[src/rtl/demodchest_pkg.sv]
// demodchest_pkg: register map, FSM state encoding and status word layout
// shared by the demodchest run controller and its framer.
package demodchest_pkg;

  localparam logic [19:0] ADDR_CTRL      = 20'h00;
  localparam logic [19:0] ADDR_SPP       = 20'h04;
  localparam logic [19:0] ADDR_NUM_PKTS  = 20'h08;
  localparam logic [19:0] ADDR_STATUS    = 20'h0C;
  localparam logic [19:0] ADDR_PKT_COUNT = 20'h10;

  localparam int CTRL_START = 0;
  localparam int CTRL_STOP  = 1;

  typedef enum logic [1:0] {
    ST_IDLE  = 2'd0,
    ST_RUN   = 2'd1,
    ST_FLUSH = 2'd2
  } state_e;

  typedef struct packed {
    logic [21:0] rsvd_hi;
    logic        stop_pend;
    logic        spp_err;
    logic [5:0]  rsvd_lo;
    logic [1:0]  state;
  } status_t;

endpackage

[src/rtl/demodchest_ctrl_framer.sv]
// demodchest_framer: sample/packet counters and tlast, teob, tlength
// decode for the re-framed output stream.
module demodchest_framer
  import demodchest_pkg::*;
#(
  parameter int OUT_W = 32
) (
  input  logic        clk,
  input  logic        rst,
  input  logic        clr,
  input  logic [15:0] spp,
  input  logic [31:0] num_pkts,
  input  logic        stop_pend,
  input  logic        out_valid,
  input  logic        out_ready,
  output logic        tlast,
  output logic        teob,
  output logic [15:0] tlength,
  output logic [31:0] pkt_count,
  output logic        final_done
);

  logic [15:0] cnt_q, cnt_d;
  logic [31:0] pkt_q, pkt_d;
  logic        held_q, held_d;
  logic        eob_q, eob_d;
  logic        last_pkt, beat;

  always_comb begin
    beat     = out_valid & out_ready;
    last_pkt = ((num_pkts != '0) && (pkt_q == num_pkts - 32'd1))
               || stop_pend;
    tlast    = (cnt_q == spp - 16'd1);
    // a stalled beat keeps the teob it was first presented with
    teob       = tlast & (held_q ? eob_q : last_pkt);
    final_done = beat & teob;
    tlength    = 16'(32'(spp) * (OUT_W / 8));
    cnt_d  = cnt_q;
    pkt_d  = pkt_q;
    held_d = out_valid & ~out_ready;
    eob_d  = teob;
    if (clr) begin
      cnt_d  = '0;
      pkt_d  = '0;
      held_d = 1'b0;
    end else if (beat) begin
      cnt_d = tlast ? '0 : cnt_q + 16'd1;
      if (tlast && (pkt_q != '1)) pkt_d = pkt_q + 32'd1;
    end
  end

  always_ff @(posedge clk) begin
    if (rst) begin
      cnt_q  <= '0;
      pkt_q  <= '0;
      held_q <= 1'b0;
      eob_q  <= 1'b0;
    end else begin
      cnt_q  <= cnt_d;
      pkt_q  <= pkt_d;
      held_q <= held_d;
      eob_q  <= eob_d;
    end
  end

  assign pkt_count = pkt_q;

endmodule

[src/rtl/demodchest_ctrl.sv]
// demodchest_ctrl: CtrlPort registers, run FSM, stream gating and flush.
// Optional DEMODCHEST_CTRL_TIMESTAMP_EN adds first-packet timestamping.
module demodchest_ctrl
  import demodchest_pkg::*;
#(
  parameter int IN_W         = 32,
  parameter int OUT_W        = 32,
  parameter int SPP_DEFAULT  = 256,
  parameter int FLUSH_CYCLES = 64
) (
  input  logic             axis_data_clk,
  input  logic             axis_data_rst,
  input  logic             s_ctrlport_req_wr,
  input  logic             s_ctrlport_req_rd,
  input  logic [19:0]      s_ctrlport_req_addr,
  input  logic [31:0]      s_ctrlport_req_data,
  output logic             s_ctrlport_resp_ack,
  output logic [31:0]      s_ctrlport_resp_data,
  input  logic [IN_W-1:0]  s_in_axis_tdata,
  input  logic             s_in_axis_tvalid,
  output logic             s_in_axis_tready,
  input  logic [63:0]      s_in_axis_ttimestamp,
  input  logic             s_in_axis_thas_time,
  output logic [IN_W-1:0]  m_ip_axis_tdata,
  output logic             m_ip_axis_tvalid,
  input  logic             m_ip_axis_tready,
  input  logic [OUT_W-1:0] s_ip_axis_tdata,
  input  logic             s_ip_axis_tvalid,
  output logic             s_ip_axis_tready,
  output logic [OUT_W-1:0] m_out_axis_tdata,
  output logic             m_out_axis_tvalid,
  input  logic             m_out_axis_tready,
  output logic             m_out_axis_tlast,
  output logic             m_out_axis_teob,
  output logic             m_out_axis_teov,
  output logic             m_out_axis_thas_time,
  output logic             m_out_axis_tkeep,
  output logic [15:0]      m_out_axis_tlength,
  output logic [63:0]      m_out_axis_ttimestamp,
  output logic [1:0]       status_state
);

  localparam int FW = $clog2(FLUSH_CYCLES);

  state_e      state_q, state_d;
  logic [15:0] spp_q, spp_d, spp_run_q, spp_run_d;
  logic [31:0] num_q, num_d, num_run_q, num_run_d;
  logic        err_q, err_d, pend_q, pend_d;
  logic        start_q, start_d, stop_q, stop_d;
  logic [FW-1:0] fcnt_q, fcnt_d;
  logic        ack_q, ack_d;
  logic [31:0] rdata_q, rdata_d, rd_val;
  logic        wr_ctrl, go, halt, run, flush;
  logic [31:0] pkt_count;
  logic        final_done;
  status_t     st;

  assign run   = (state_q == ST_RUN);
  assign flush = (state_q == ST_FLUSH);

  always_comb begin
    wr_ctrl = s_ctrlport_req_wr && (s_ctrlport_req_addr == ADDR_CTRL);
    start_d = wr_ctrl && s_ctrlport_req_data[CTRL_START];
    stop_d  = wr_ctrl && s_ctrlport_req_data[CTRL_STOP];
    go      = start_q && (state_q == ST_IDLE);
    halt    = stop_q && run;
    spp_d   = spp_q;
    num_d   = num_q;
    err_d   = err_q & ~go;
    if (s_ctrlport_req_wr) begin
      if (s_ctrlport_req_addr == ADDR_SPP) begin
        if (s_ctrlport_req_data[15:0] == '0) err_d = 1'b1;
        else spp_d = s_ctrlport_req_data[15:0];
      end
      if (s_ctrlport_req_addr == ADDR_NUM_PKTS)
        num_d = s_ctrlport_req_data;
    end
    st           = '0;
    st.state     = state_q;
    st.spp_err   = err_q;
    st.stop_pend = pend_q;
    unique case (1'b1)
      s_ctrlport_req_addr == ADDR_SPP:       rd_val = {16'd0, spp_q};
      s_ctrlport_req_addr == ADDR_NUM_PKTS:  rd_val = num_q;
      s_ctrlport_req_addr == ADDR_STATUS:    rd_val = st;
      s_ctrlport_req_addr == ADDR_PKT_COUNT: rd_val = pkt_count;
      default:                               rd_val = '0;
    endcase
    ack_d   = s_ctrlport_req_wr | s_ctrlport_req_rd;
    rdata_d = s_ctrlport_req_rd ? rd_val : '0;
    state_d   = state_q;
    fcnt_d    = fcnt_q;
    spp_run_d = spp_run_q;
    num_run_d = num_run_q;
    pend_d    = pend_q;
    unique case (state_q)
      ST_IDLE: if (go) begin
        state_d   = ST_RUN;
        spp_run_d = spp_q;
        num_run_d = num_q;
        pend_d    = 1'b0;
      end
      ST_RUN: begin
        if (halt) pend_d = 1'b1;
        if (final_done) begin
          state_d = ST_FLUSH;
          fcnt_d  = '0;
        end
      end
      ST_FLUSH: begin
        if (s_ip_axis_tvalid) fcnt_d = '0;
        else if (fcnt_q == FW'(FLUSH_CYCLES - 1)) state_d = ST_IDLE;
        else fcnt_d = fcnt_q + 1'b1;
      end
      default: state_d = ST_IDLE;
    endcase
  end

  always_ff @(posedge axis_data_clk) begin
    if (axis_data_rst) begin
      state_q   <= ST_IDLE;
      spp_q     <= 16'(SPP_DEFAULT);
      spp_run_q <= 16'(SPP_DEFAULT);
      num_q     <= '0;
      num_run_q <= '0;
      err_q     <= 1'b0;
      pend_q    <= 1'b0;
      start_q   <= 1'b0;
      stop_q    <= 1'b0;
      fcnt_q    <= '0;
      ack_q     <= 1'b0;
      rdata_q   <= '0;
    end else begin
      state_q   <= state_d;
      spp_q     <= spp_d;
      spp_run_q <= spp_run_d;
      num_q     <= num_d;
      num_run_q <= num_run_d;
      err_q     <= err_d;
      pend_q    <= pend_d;
      start_q   <= start_d;
      stop_q    <= stop_d;
      fcnt_q    <= fcnt_d;
      ack_q     <= ack_d;
      rdata_q   <= rdata_d;
    end
  end

  demodchest_framer #(.OUT_W(OUT_W)) u_framer (
    .clk        (axis_data_clk),
    .rst        (axis_data_rst),
    .clr        (go),
    .spp        (spp_run_q),
    .num_pkts   (num_run_q),
    .stop_pend  (pend_q),
    .out_valid  (m_out_axis_tvalid),
    .out_ready  (m_out_axis_tready),
    .tlast      (m_out_axis_tlast),
    .teob       (m_out_axis_teob),
    .tlength    (m_out_axis_tlength),
    .pkt_count  (pkt_count),
    .final_done (final_done)
  );

  assign s_ctrlport_resp_ack  = ack_q;
  assign s_ctrlport_resp_data = rdata_q;
  assign status_state         = state_q;

  assign m_ip_axis_tdata   = s_in_axis_tdata;
  assign m_ip_axis_tvalid  = run & s_in_axis_tvalid;
  assign s_in_axis_tready  = run & m_ip_axis_tready;
  assign m_out_axis_tdata  = s_ip_axis_tdata;
  assign m_out_axis_tvalid = run & s_ip_axis_tvalid;
  assign s_ip_axis_tready  = (run & m_out_axis_tready) | flush;
  assign m_out_axis_teov   = 1'b0;
  assign m_out_axis_tkeep  = 1'b1;

`ifdef DEMODCHEST_CTRL_TIMESTAMP_EN
  logic [63:0] ts_q, ts_d;
  logic        ht_q, ht_d, cap_q, cap_d;

  always_comb begin
    ts_d  = ts_q;
    ht_d  = ht_q;
    cap_d = cap_q;
    if (go) begin
      ht_d  = 1'b0;
      cap_d = 1'b0;
    end else if (s_in_axis_tvalid && s_in_axis_tready && !cap_q) begin
      ts_d  = s_in_axis_ttimestamp;
      ht_d  = s_in_axis_thas_time;
      cap_d = 1'b1;
    end
  end

  always_ff @(posedge axis_data_clk) begin
    if (axis_data_rst) begin
      ts_q  <= '0;
      ht_q  <= 1'b0;
      cap_q <= 1'b0;
    end else begin
      ts_q  <= ts_d;
      ht_q  <= ht_d;
      cap_q <= cap_d;
    end
  end

  assign m_out_axis_ttimestamp = ts_q;
  assign m_out_axis_thas_time  = ht_q && (pkt_count == '0);
`else
  logic unused_ts;
  assign unused_ts = ^{s_in_axis_ttimestamp, s_in_axis_thas_time};
  assign m_out_axis_ttimestamp = '0;
  assign m_out_axis_thas_time  = 1'b0;
`endif

endmodule

[config.mk]
export PLATFORM = sky130hd
export DESIGN_NAME = demodchest_ctrl
export DESIGN_NICKNAME = d
export VERILOG_FILES = /design/src/rtl/demodchest_pkg.sv /design/src/rtl/demodchest_ctrl_framer.sv /design/src/rtl/demodchest_ctrl.sv
export SDC_FILE = /design/constraint.sdc
export NUM_CORES = 1
export LEC_CHECK = 0
export ABC_AREA = 1
export BUFFER_PORTS_ARGS = -buffer_cell sky130_fd_sc_hd__buf_2
export CORE_ASPECT_RATIO = 1.2
export CORE_MARGIN = 1
export CORE_UTILIZATION = 30
export CTS_CLUSTER_DIAMETER = 100
export CTS_CLUSTER_SIZE = 12
export DETAILED_ROUTE_END_ITERATION = 12
export SLEW_MARGIN = 30
export SYNTH_ARGS = -nofsm -noshare
export SYNTH_HDL_FRONTEND = slang
export SYNTH_HIERARCHICAL = 1
export SYNTH_SLANG_ARGS = --single-unit
[constraint.sdc]
create_clock -name axis_data_clk -period 2.7 [get_ports axis_data_clk]
set_input_delay 0.675 -clock axis_data_clk [delete_from_list [all_inputs] [get_ports axis_data_clk]]
set_output_delay 0.675 -clock axis_data_clk [all_outputs]
set_load 0.02 [all_outputs]
-- Yosys cells after proc, flatten, opt, wreduce, memory -nomap -nowiden
Index checks and enable logic that the tools add are counted.
- flip-flop bits (word level): 191
- output and inout bits: 188
- add/subtract/negate cells: 5
- eq/ne operators: 16
- mux-type cells: 18
- bitwise operators: 15
- reduce and logical (&&, ||, !) cells: 23
- operator list (kind ; count):
    $pmux W32 S4 ; 1
    $eq A20 B4 Y1 const B ; 2
    $add A32 B1 Y32 const B ; 1
    $eq A32 B32 Y1 ; 1
    $ne A32 B32 Y1 const B ; 1
    $reduce_bool A32 Y1 ; 1
    $sub A32 B1 Y32 const B ; 1
    $eq A20 B3 Y1 const B ; 1
    $eq A20 B5 Y1 const B ; 1
    $logic_not A20 Y1 ; 1
    $mux W6 ; 3
    $add A16 B1 Y16 const B ; 1
    $eq A16 B16 Y1 ; 1
    $logic_not A16 Y1 ; 1
    $mux W16 ; 1
    $sub A16 B1 Y16 const B ; 1
    $pmux W6 S2 ; 1
    $and A1 B1 Y1 ; 9
    $reduce_and A3 Y1 ; 3
    $mux W2 ; 4
    $logic_and A1 B1 Y1 ; 7
    $add A6 B1 Y6 const B ; 1
    $eq A6 B6 Y1 const B ; 1
    $mux W1 ; 6
    other kinds (15) ; 26

-- Logic depth before layout (Yosys ltp)
Gate-level depths: netlist (run 1).
- depth in word-level cells: 9
- gate-level depth with buffers: 24
- gate-level depth less buffers: 24

-- Modules after synthesis
Netlist (run 1), hierarchy kept.
- by module, submodules not included (module ; instances ; cells an instance ; area each (um2) ; sequential area each (um2)):
    demodchest_ctrl ; 1 ; 1005 ; 7099.3 ; 2822.7
    demodchest_framer ; 1 ; 881 ; 5226.3 ; 1001.0

-- Worst setup path after synthesis (run 1)
OpenSTA, ideal clock, no wires.
- kind: register to output
- start: reg num_run_q[0]
- end: out m_out_axis_teob
- data arrival time: 1866 ps
- data required time: 2025 ps
- slack: 159 ps
- stages on the path, launching flop included: 17
- path buffers: 0
- cell sequence: dfxtp_1 inv_2 ha_1 nand2_1 nor2_4 nand2_1 o21bai_1 nand2_1 nand2_1 nand2_1 nor2_1 nand2_1 nor2_1 nand3_1 nand2_1 nand2_1 inv_1
- longest elaborated chain between the ends: 6
- elaborated cells between the ends (all ways): 7
- those cells by class: add/sub (1); eq/ne (1); mux (1); bitwise (1); reduce/logical (3)
- ends and longest elaborated chain (what ; line ; source):
    start: declaration ; demodchest_ctrl.sv:47 ; logic [31:0] num_q, num_d, num_run_q, num_run_d;
    start signal: assignment ; demodchest_ctrl.sv:138 ; num_run_q <= num_run_d;
    $sub A32 B1 Y32 ; demodchest_ctrl_framer.sv:31 ; last_pkt = ((num_pkts != '0) && (pkt_q == num_pkts - 32'd1))
    $eq A32 B32 Y1 ; demodchest_ctrl_framer.sv:31 ;
    $logic_and A1 B1 Y1 (*) ; demodchest_ctrl_framer.sv:31 ;
    $logic_or A1 B1 Y1 (*) ; demodchest_ctrl_framer.sv:32 ; || stop_pend;
    $mux W1 (*) ; demodchest_ctrl_framer.sv:35 ; teob = tlast & (held_q ? eob_q : last_pkt);
    $and A1 B1 Y1 (*) ; demodchest_ctrl_framer.sv:35 ;
    end: declaration ; demodchest_ctrl.sv:34 ; output logic m_out_axis_teob,
Every way passes the cells marked *; elsewhere a longest branch is shown, timed or not.

-- Final worst setup path (run 1)
Same ends and word-level chain as after synthesis.

==> flow_summary.ini, run 1 <==
[status]
status = finished with violations
violations = negative setup slack

[logic_synthesis]
synthDistinctLibCells = 46
ys_seq_area_share_pct = 31.0
ys_async_sr_fraction_pct = 0
synth_cells = 1886
ys.flop_type = dfxtp_1
synth_edf_count = 0
yosysWarnings = 6
syn_area_mm2 = 0.0123
synth_area_per_cell_um2 = 6.54
synth_seq_cells = 191

[worst_setup_path]
crit_chain = inv_2 > ha_4 > nand2_4 > nor2_4 > nand2_2 > o21bai_1 > nand2_1 > nand2_1 > nand2_1 > nor2_1 > nand2_1 > nor2_2 > nand3_4 > nand2_2 > nand2_2 > inv_2 > buf_6
crit_path_end_kind = output port
crit_fanout = 7
cp.arrival_ps = 2610
crit_path_start_kind = flip-flop
crit_type = flip-flop to output port
critPathSlowestCell = dfxtp_2
crit_path_frequent_cell = nand2_1
cp_slowest_stage_delay_ps = 330
cp.required_ps = 2030

[pwr]
power_density_mw_per_mm2 = 423
leakagePower_nw = 7.20
vdd_drop_max_mv = 0.405

[finish]
final_cell_mix = nand2_1 (389), nor2_1 (299), inv_1 (181), dfxtp_1 (181), buf_4 (154)
nets = 2233
layout_commonest_cell = nand2_1
antenna_cells = 0
nFillCells = 4378
final_core_util_pct = 36.1
syn_to_final_growth_pct = 19.1
final_area_mm2 = 0.0147
drive_gt1_share_pct = 21.8

[placed_design]
place_area_mm2 = 0.0135
place_hpwl_um = 29300
place.port_buffers = 114
dp_slack_ps = -384
gp_congestion = 0.942

[global_routing]
overflow = 0
use_met1_pct = 22.9
grt_usage_pct = 18.3
use_met3_pct = 2.93
grt_first_pass_wirelength_um = 60300
grt_pass1_vias = 11600
grt_start_max_net_pins = 81
busiest_layer = met2
antenna_found_initial = 0
use_met2_pct = 30.2

[hold_path]
hold_class = primary input to flip-flop

[drt]
drt-pass1-iter-count = 5
vias = 12100
wire_per_inst_um = 14.7
drt_iter0_markers = 828
vias_per_cell = 4.68
totalWireLength_um = 38000
ant_nets = 0
drc_errors = 0

[floorplan]
fp-row-count = 81
die_w_um = 187
core_mm2 = 0.0406
start_util_pct = 30.3
die_h_um = 224
dieArea_mm2 = 0.0419
ioPinCount = 377

[timing]
hold_viol = 0
slew_headroom_pct = 49.8
rsz0062_at_grt = yes
min_period_over_period_pct = 122
fin_crit_ps = 3280
tightest_slew_ps = 753
max_clock_freq_mhz = 305
fin_hold_ws_ps = 390
setup_violations = 10
skew_ps = 14.2
slew_violations = 0
layout_setup_ws_ps = -584

[clocking]
numCtsBuffers = 17
root_buffer = clkbuf_16
cts_tree = done
clock_sinks = 191
clk_pin_slew_ps = 90
insertion_delay_ps = 470
ctsHtreeMaxLevel = 4
clk_path_buf_depth = 2

[run]
cap_violations = 0
[cell families (layout without fill, tap and decap cells)]
| kind of cell | after synthesis | in the layout | synth area share, % |
|---|---|---|---|
| simple gates | 1007 | 1007 | 36.3 |
| buf+inv | 428 | 523 | 18.5 |
| flops | 191 | 191 | 31.0 |
| compound gates | 163 | 163 | 6.86 |
| xor+xnor | 84 | 84 | 6.25 |
| fa+ha+maj | 10 | 10 | 1.02 |
| other cells | 3 | 69 | 0.0914 |
[timing repair]
action,4_1_cts,5_1_grt
pin swaps,27,28
gates resized for setup,62,56
buffers inserted,15,11
hold buffers,0,0
setup endpoints to repair,10,25
[sequential cells by signal (all words and copies together) (netlist names)]
signal / count
err_q: 1
fcnt_q: 6
num_q: 32
num_run_q: 32
pend_q: 1
s_ctrlport_resp_ack: 1
s_ctrlport_resp_data: 32
spp_q: 16
spp_run_q: 16
start_q: 1
status_state: 2
stop_q: 1
u_framer/cnt_q: 16
u_framer/eob_q: 1
u_framer/held_q: 1
u_framer/pkt_count: 32
[report_power, final]
group	total [mW]	internal [mW]	switching (mW)	leakage, nW
logic	0.637	0.204	0.432	5.35
registers	2.84	2.83	0.00908	1.54
clock network	2.74	1.45	1.29	0.307
[metal layers]
metal,routed length (µm),part of all wire (%),vias to the layer above
met5,0,0,-
met4,1480,3.9,0
met3,2270,6.0,101
met2,17700,46,399
met1,16600,44,5530
li1,-,-,6063
[critical path, delay by kind of cell, from the launching register on]
family	cells	cell delay, ps
flops	1	330
fa+ha+maj	1	150
compound gates	1	190
simple gates	12	1210
buf+inv	3	250
[synth_stat cells, types with 21 or more instances]
master | number | share of area, %
nand2_1 | 409 | 12
inv_1 | 189 | 5.8
a21oi_1 | 82 | 3.3
buf_4 | 151 | 9.2
nand3_1 | 83 | 3.4
o21ai_0 | 64 | 2.6
xor2_1 | 68 | 4.8
buf_2 | 21 | 0.85
clkbuf_1 | 35 | 1.1
dfxtp_1 | 191 | 31
nand4_1 | 115 | 5.8
nor2_1 | 323 | 9.8
[layout make-up]
type	count	area, µm²	share of cell area (%)
Tap cell	539	674	4.59
Clock inverter	14	188	1.28
Inverter	209	791	5.39
Sequential cell	191	3840	26.1
Clock buffer	18	439	2.99
Timing Repair Buffer	282	1930	13.2
Multi-Input combinational cell	1333	6820	46.5
[final timing paths]
kind	endpoint	slack [ps]	from	cells after the start
min reg2reg	num_run_q[16]$_SDFFE_PP0P_	470	num_q[16]$_SDFFE_PP0P_	2
max	m_out_axis_teob	-580	num_run_q[0]$_SDFFE_PP0P_	17
min	u_framer/held_q$_SDFF_PP0_	390	m_out_axis_tready	2
max reg2reg	fcnt_q[3]$_SDFFE_PP0P_	-370	num_run_q[0]$_SDFFE_PP0P_	23
[metrics by stage]
| stage | instances | power (mW) | TNS (ps) |
|---|---|---|---|
| after global routing | 2586 | 6.44 | -5220 |
| after global placement | 2530 | 3.43 | -2650 |
| after CTS | 2577 | 6.20 | -1440 |
| after detailed placement | 2530 | 3.44 | -2910 |
| after floorplan | 1952 | 3.47 | 0 |
| final | 2586 | 6.21 | -3180 |
No activity file was read; power rests on OpenSTA's default activity.
==> inputs of run 2 (changes only) <==
--- a/config.mk
+++ b/config.mk
@@ -8,7 +8,7 @@
 export ABC_AREA = 1
 export BUFFER_PORTS_ARGS = -buffer_cell sky130_fd_sc_hd__buf_2
 export CORE_ASPECT_RATIO = 1.2
-export CORE_MARGIN = 1
+export CORE_MARGIN = 2
 export CORE_UTILIZATION = 30
 export CTS_CLUSTER_DIAMETER = 100
 export CTS_CLUSTER_SIZE = 12
==> constraint.sdc (replaced) <==
create_clock -name axis_data_clk -period 2.95 [get_ports axis_data_clk]
set_input_delay 0.7375 -clock axis_data_clk [delete_from_list [all_inputs] [get_ports axis_data_clk]]
set_output_delay 0.7375 -clock axis_data_clk [all_outputs]
set_load 0.02 [all_outputs]
==> flow_summary.ini, run 2 (same netlist as run 1, synthesis figures left out) <==
[clocking]
numCtsBuffers = 17
clock_sinks = 191
cts_tree = done
ctsHtreeMaxLevel = 4
clk_path_buf_depth = 2
clk_pin_slew_ps = 80
insertion_delay_ps = 470
root_buffer = clkbuf_16

[timing]
max_clock_freq_mhz = 294
layout_setup_ws_ps = -450
fin_tns_setup_ps = -636
fin_crit_ps = 3400
slew_headroom_pct = 49.9
skew_ps = 13.6
setup_violations = 2
min_period_over_period_pct = 115
tightest_slew_ps = 752
hold_viol = 0
slew_violations = 0
rsz0062_at_grt = yes

[global_routing]
busiest_layer = met2
use_met1_pct = 22.4
grt_start_max_net_pins = 81
overflow = 0
use_met2_pct = 30.1
antenna_found_initial = 0
grt_usage_pct = 17.6
grt_first_pass_wirelength_um = 59100
grt_pass1_vias = 11100
use_met3_pct = 2.78

[worst_setup_path]
r2r_slack_ps = 90
r2r-end = fcnt_q[5]$_SDFFE_PP0P_
critPathSlowestCell = dfxtp_2
crit_path_end_kind = output port
crit_fanout = 6
crit_chain = inv_2 > ha_4 > nand2_4 > nor2_4 > buf_6 > nor2_1 > o21ai_1 > o21ai_0 > nor2_2 > nand3_1 > nor2_2 > nand3_4 > nand2_2 > nand2_2 > inv_1 > buf_6
cp.required_ps = 2210
cp_num_buf_inv = 4
crit_path_start_kind = flip-flop
cp.arrival_ps = 2660
r2r_start = num_run_q[1]$_SDFFE_PP0P_
critical-path-top-delay-family = simple AND/OR/NAND/NOR gates
reg2reg_depth = 21
crit_type = flip-flop to output port
cp_slowest_stage_delay_ps = 340

[floorplan]
start_util_pct = 30.3
dieArea_mm2 = 0.0427
ioPinCount = 377
die_h_um = 226
fp-row-count = 81
die_w_um = 189
core_mm2 = 0.0406

[drt]
wire_per_inst_um = 15.2
drt-pass1-iter-count = 5
vias = 12100
vias_per_cell = 4.73
totalWireLength_um = 38900
ant_nets = 0
drc_errors = 0
drt_iter0_markers = 954

[finish]
layout_commonest_cell = nand2_1
drive_gt1_share_pct = 21.1
nets = 2198
final_cell_mix = nand2_1 (385), nor2_1 (296), inv_1 (182)
syn_to_final_growth_pct = 17.0
antenna_cells = 0

[pwr]
power_density_mw_per_mm2 = 371
vdd_drop_max_mv = 0.300
p_total_mw = 5.35
leakagePower_nw = 7.01

[hold_path]
hold_depth = 2
whs_endpoint = u_framer/held_q$_SDFF_PP0_
holdCritStartpoint = m_out_axis_tready
hold_class = primary input to flip-flop

[status]
violations = negative setup slack
status = finished with violations

[placed_design]
place.port_buffers = 114
dp_slack_ps = -234
gp_congestion = 0.938
place_hpwl_um = 29000

[run]
cap_violations = 0
[run 2: changes by cell type in the layout (fill, tap and decap cells not counted), sizes merged]
cell      before  now
clkinvlp       1    2
clkbuf        18   20
bufinv         2    0
inv          212  210
clkinv         8   11
buf          282  243
nand3         85   87
[run 2: worst reg2reg max path, delay by kind of cell, from the launching register on]
| kind | cells | cell delay [ps] |
|---|---|---|
| AND/OR/NAND/NOR | 12 | 1340 |
| adder cells (fa/ha/maj) | 1 | 140 |
| buffers and inverters | 4 | 440 |
| AO/OA/AOI/OAI | 4 | 540 |
| flip-flops | 1 | 340 |
[run 2: report_power, final]
part           leakage, nW  internal (mW)  switching, mW
sequential            1.55           2.59         0.0138
combinational         5.19          0.138          0.361
clock                0.269           1.11           1.14
[run 2: metrics by stage]
| stage | area, µm² | hold WS, ps | std cells | util [%] |
|---|---|---|---|---|
| detailed placement | 13100 | 456 | 2489 | 32.3 |
| global placement | 13100 | 451 | 2489 | 32.3 |
| global route | 14400 | 452 | 2551 | 35.5 |
| floorplan | 12600 | 434 | 1952 | - |
| CTS | 14100 | 430 | 2541 | 34.7 |
| finish | 14400 | 450 | 2551 | 35.5 |
[run 2: worst max-delay path by stage]
stage / startpoint / end / cells past startpoint
floorplan: num_run_q[0]$_SDFFE_PP0P_ / m_out_axis_teob / 16
finish: num_run_q[1]$_SDFFE_PP0P_ / m_out_axis_teob / 16
CTS: num_run_q[4]$_SDFFE_PP0P_ / m_out_axis_teob / 17
detailed placement: num_run_q[1]$_SDFFE_PP0P_ / fcnt_q[3]$_SDFFE_PP0P_ / 25
global route: num_run_q[1]$_SDFFE_PP0P_ / m_out_axis_teob / 18
global placement: num_run_q[1]$_SDFFE_PP0P_ / fcnt_q[3]$_SDFFE_PP0P_ / 25
[run 2: timing repair]
action                                  in CTS  in global routing
gates cloned                                 0                  5
pin swaps                                   25                 24
endpoints found under the setup margin      10                 57
resized for setup                           80                 62
setup buffers                               21                 11
hold buffers                                 0                  0
[run 2: per-layer routing]
metal | up-vias | share of wire, %
met1 | 5590 | 44
li1 | 6013 | -
met4 | 0 | 2.5
met5 | - | 0
met2 | 384 | 48
met3 | 75 | 5.1
[run 2: cell type report]
class / count / area [µm²]
fill: 4364 / 26200
tap: 539 / 674
multi-input combinational: 1335 / 6880
clock buffer: 18 / 429
inverter: 209 / 793
timing repair buffer: 245 / 1670
clock inverter: 14 / 128
sequential: 191 / 3850
==> inputs of run 3 (changes only) <==
--- a/config.mk
+++ b/config.mk
@@ -13,6 +13,7 @@
 export CTS_CLUSTER_DIAMETER = 100
 export CTS_CLUSTER_SIZE = 12
 export DETAILED_ROUTE_END_ITERATION = 12
+export RECOVER_POWER = 100
 export SLEW_MARGIN = 30
 export SYNTH_ARGS = -nofsm -noshare
 export SYNTH_HDL_FRONTEND = slang
==> constraint.sdc (replaced) <==
create_clock -name axis_data_clk -period 3.5 [get_ports axis_data_clk]
set_input_delay 0.875 -clock axis_data_clk [delete_from_list [all_inputs] [get_ports axis_data_clk]]
set_output_delay 0.875 -clock axis_data_clk [all_outputs]
set_load 0.02 [all_outputs]
==> flow_summary.ini, run 3 (same netlist as run 1, synthesis figures left out) <==
[timing]
fin_crit_ps = 3510
skew_ps = 14.1
min_period_over_period_pct = 100
max_clock_freq_mhz = 285
slew_violations = 0
hold_viol = 0
layout_setup_ws_ps = -6.15
fin_hold_ws_ps = 469
tightest_slew_ps = 1420
slew_headroom_pct = 5.63
setup_violations = 1
rsz0062_at_grt = yes

[clocking]
numCtsBuffers = 17
ctsHtreeMaxLevel = 4
clock_sinks = 191
root_buffer = clkbuf_16
insertion_delay_ps = 460
clk_path_buf_depth = 2
cts_tree = done
clk_pin_slew_ps = 70
cts_hold_buf = 0

[pwr]
switching_share_pct = 27.9
power_frac_seq_pct = 48.9
power_density_mw_per_mm2 = 335
p_total_mw = 4.50
leakagePower_nw = 6.30
clockPowerShare_pct = 42.6
p_int_mw = 3.25
p_comb_share_pct = 8.5
vdd_drop_max_mv = 0.245
switching_power_mw = 1.25

[floorplan]
start_util_pct = 30.3
die_w_um = 189
dieArea_mm2 = 0.0427
die_h_um = 226
core_mm2 = 0.0406
fp-row-count = 81
ioPinCount = 377

[placed_design]
place.port_buffers = 114
gp_congestion = 0.931
place_hpwl_um = 28500
dp_slack_ps = 120
place_area_mm2 = 0.0126

[run]
cap_violations = 0

[finish]
final_cell_mix = nand2_1 (398), nor2_1 (305), inv_1 (186)
layout_commonest_cell = nand2_1
nets = 2110
final_area_mm2 = 0.0134
syn_to_final_growth_pct = 8.91
drive_gt1_share_pct = 12.6
final_core_util_pct = 33.0
antenna_cells = 0

[global_routing]
grt_pass1_vias = 11000
grt_start_max_net_pins = 81
grt_first_pass_wirelength_um = 57900
antenna_found_initial = 0
overflow = 0
grt_usage_pct = 17.2

[worst_setup_path]
cp.arrival_ps = 2630
crit_path_start_kind = flip-flop
cp_num_buf_inv = 4
crit_chain = inv_2 > ha_4 > nand2_4 > nor2_4 > buf_6 > nor2_1 > o21ai_1 > o21ai_1 > nor2_2 > nand3_1 > nor2_2 > nand3_4 > nand2_2 > nand2_2 > inv_2 > buf_6
crit_fanout = 7
critical-path-top-delay-family = simple AND/OR/NAND/NOR gates
crit_type = flip-flop to output port
crit_path_end_kind = output port
r2r_start = status_state[0]$_SDFFE_PP0P_
cp.required_ps = 2620
cp-startpoint = num_run_q[0]$_SDFFE_PP0P_
cp_slowest_stage_delay_ps = 330
critPathSlowestCell = dfxtp_2

[hold_path]
holdCritStartpoint = num_q[20]$_SDFFE_PP0P_
hold_class = flip-flop to flip-flop

[status]
status = finished with violations
violations = negative setup slack

[drt]
vias = 11700
totalWireLength_um = 37100
drc_errors = 0
vias_per_cell = 4.76
drt_iter0_markers = 799
drt-pass1-iter-count = 7
ant_nets = 0
wire_per_inst_um = 15.1
run 3: changes by cell type in the layout (fill, tap and decap cells not counted), sizes merged:
| cell | change |
|---|---|
| clkbuf | +50 |
| buf | -134 |
| clkinv | -2 |
| nand3 | -2 |
run 3: area by class of cell:
| cell class | instances | area [µm²] |
|---|---|---|
| clock buffers | 20 | 447 |
| repair buffers | 159 | 876 |
| clock inverters | 12 | 123 |
| flip-flops and latches | 191 | 3830 |
| multi-input cells | 1333 | 6690 |
| inverters | 209 | 786 |
| fillers | 4464 | 27200 |
| well taps | 539 | 674 |
run 3: worst min-delay path: stages, from the launching register on:
cell and delay (ps):
dfxtp_1 310, inv_1 60, a21oi_1 50
run 3: worst paths after layout:
kind / to / slack, ps / cells after the start
setup / recovery: m_out_axis_teob / -6 / 16
hold / removal: num_run_q[20]$_SDFFE_PP0P_ / 470 / 2
setup reg to reg: num_run_q[19]$_SDFFE_PP0P_ / 430 / 8
hold reg to reg: num_run_q[20]$_SDFFE_PP0P_ / 470 / 2
run 3: layer usage:
layer / track usage (%) / part of all wire [%]
met1: 21.6 / 44
met2: 29.8 / 48
met5: 0 / 0
met4: 6.55 / 2.6
met3: 2.41 / 5.5
run 3: what timing repair did:
action,4_1_cts,5_1_grt
setup endpoints to repair,1,2
gates resized for setup,48,30
hold endpoints to repair,0,0
buffers inserted,4,5
pin swaps,14,24
run 3: power groups by stage:
stage | Clock [mW] | Combinational, mW | Sequential (mW)
after detailed placement | 0 | 0.385 | 2.25
after CTS | 1.97 | 0.385 | 2.20
after global placement | 0 | 0.377 | 2.25
final | 1.92 | 0.383 | 2.20
after global routing | 2.03 | 0.429 | 2.20
after floorplan | 0 | 0.425 | 2.25
run 3: stage by stage:
stage	TNS, ps	instances
floorplan	0	1952
detailed placement	0	2422
finish	-6.15	2463
CTS	0	2458
global route	-267	2463
global placement	0	2422
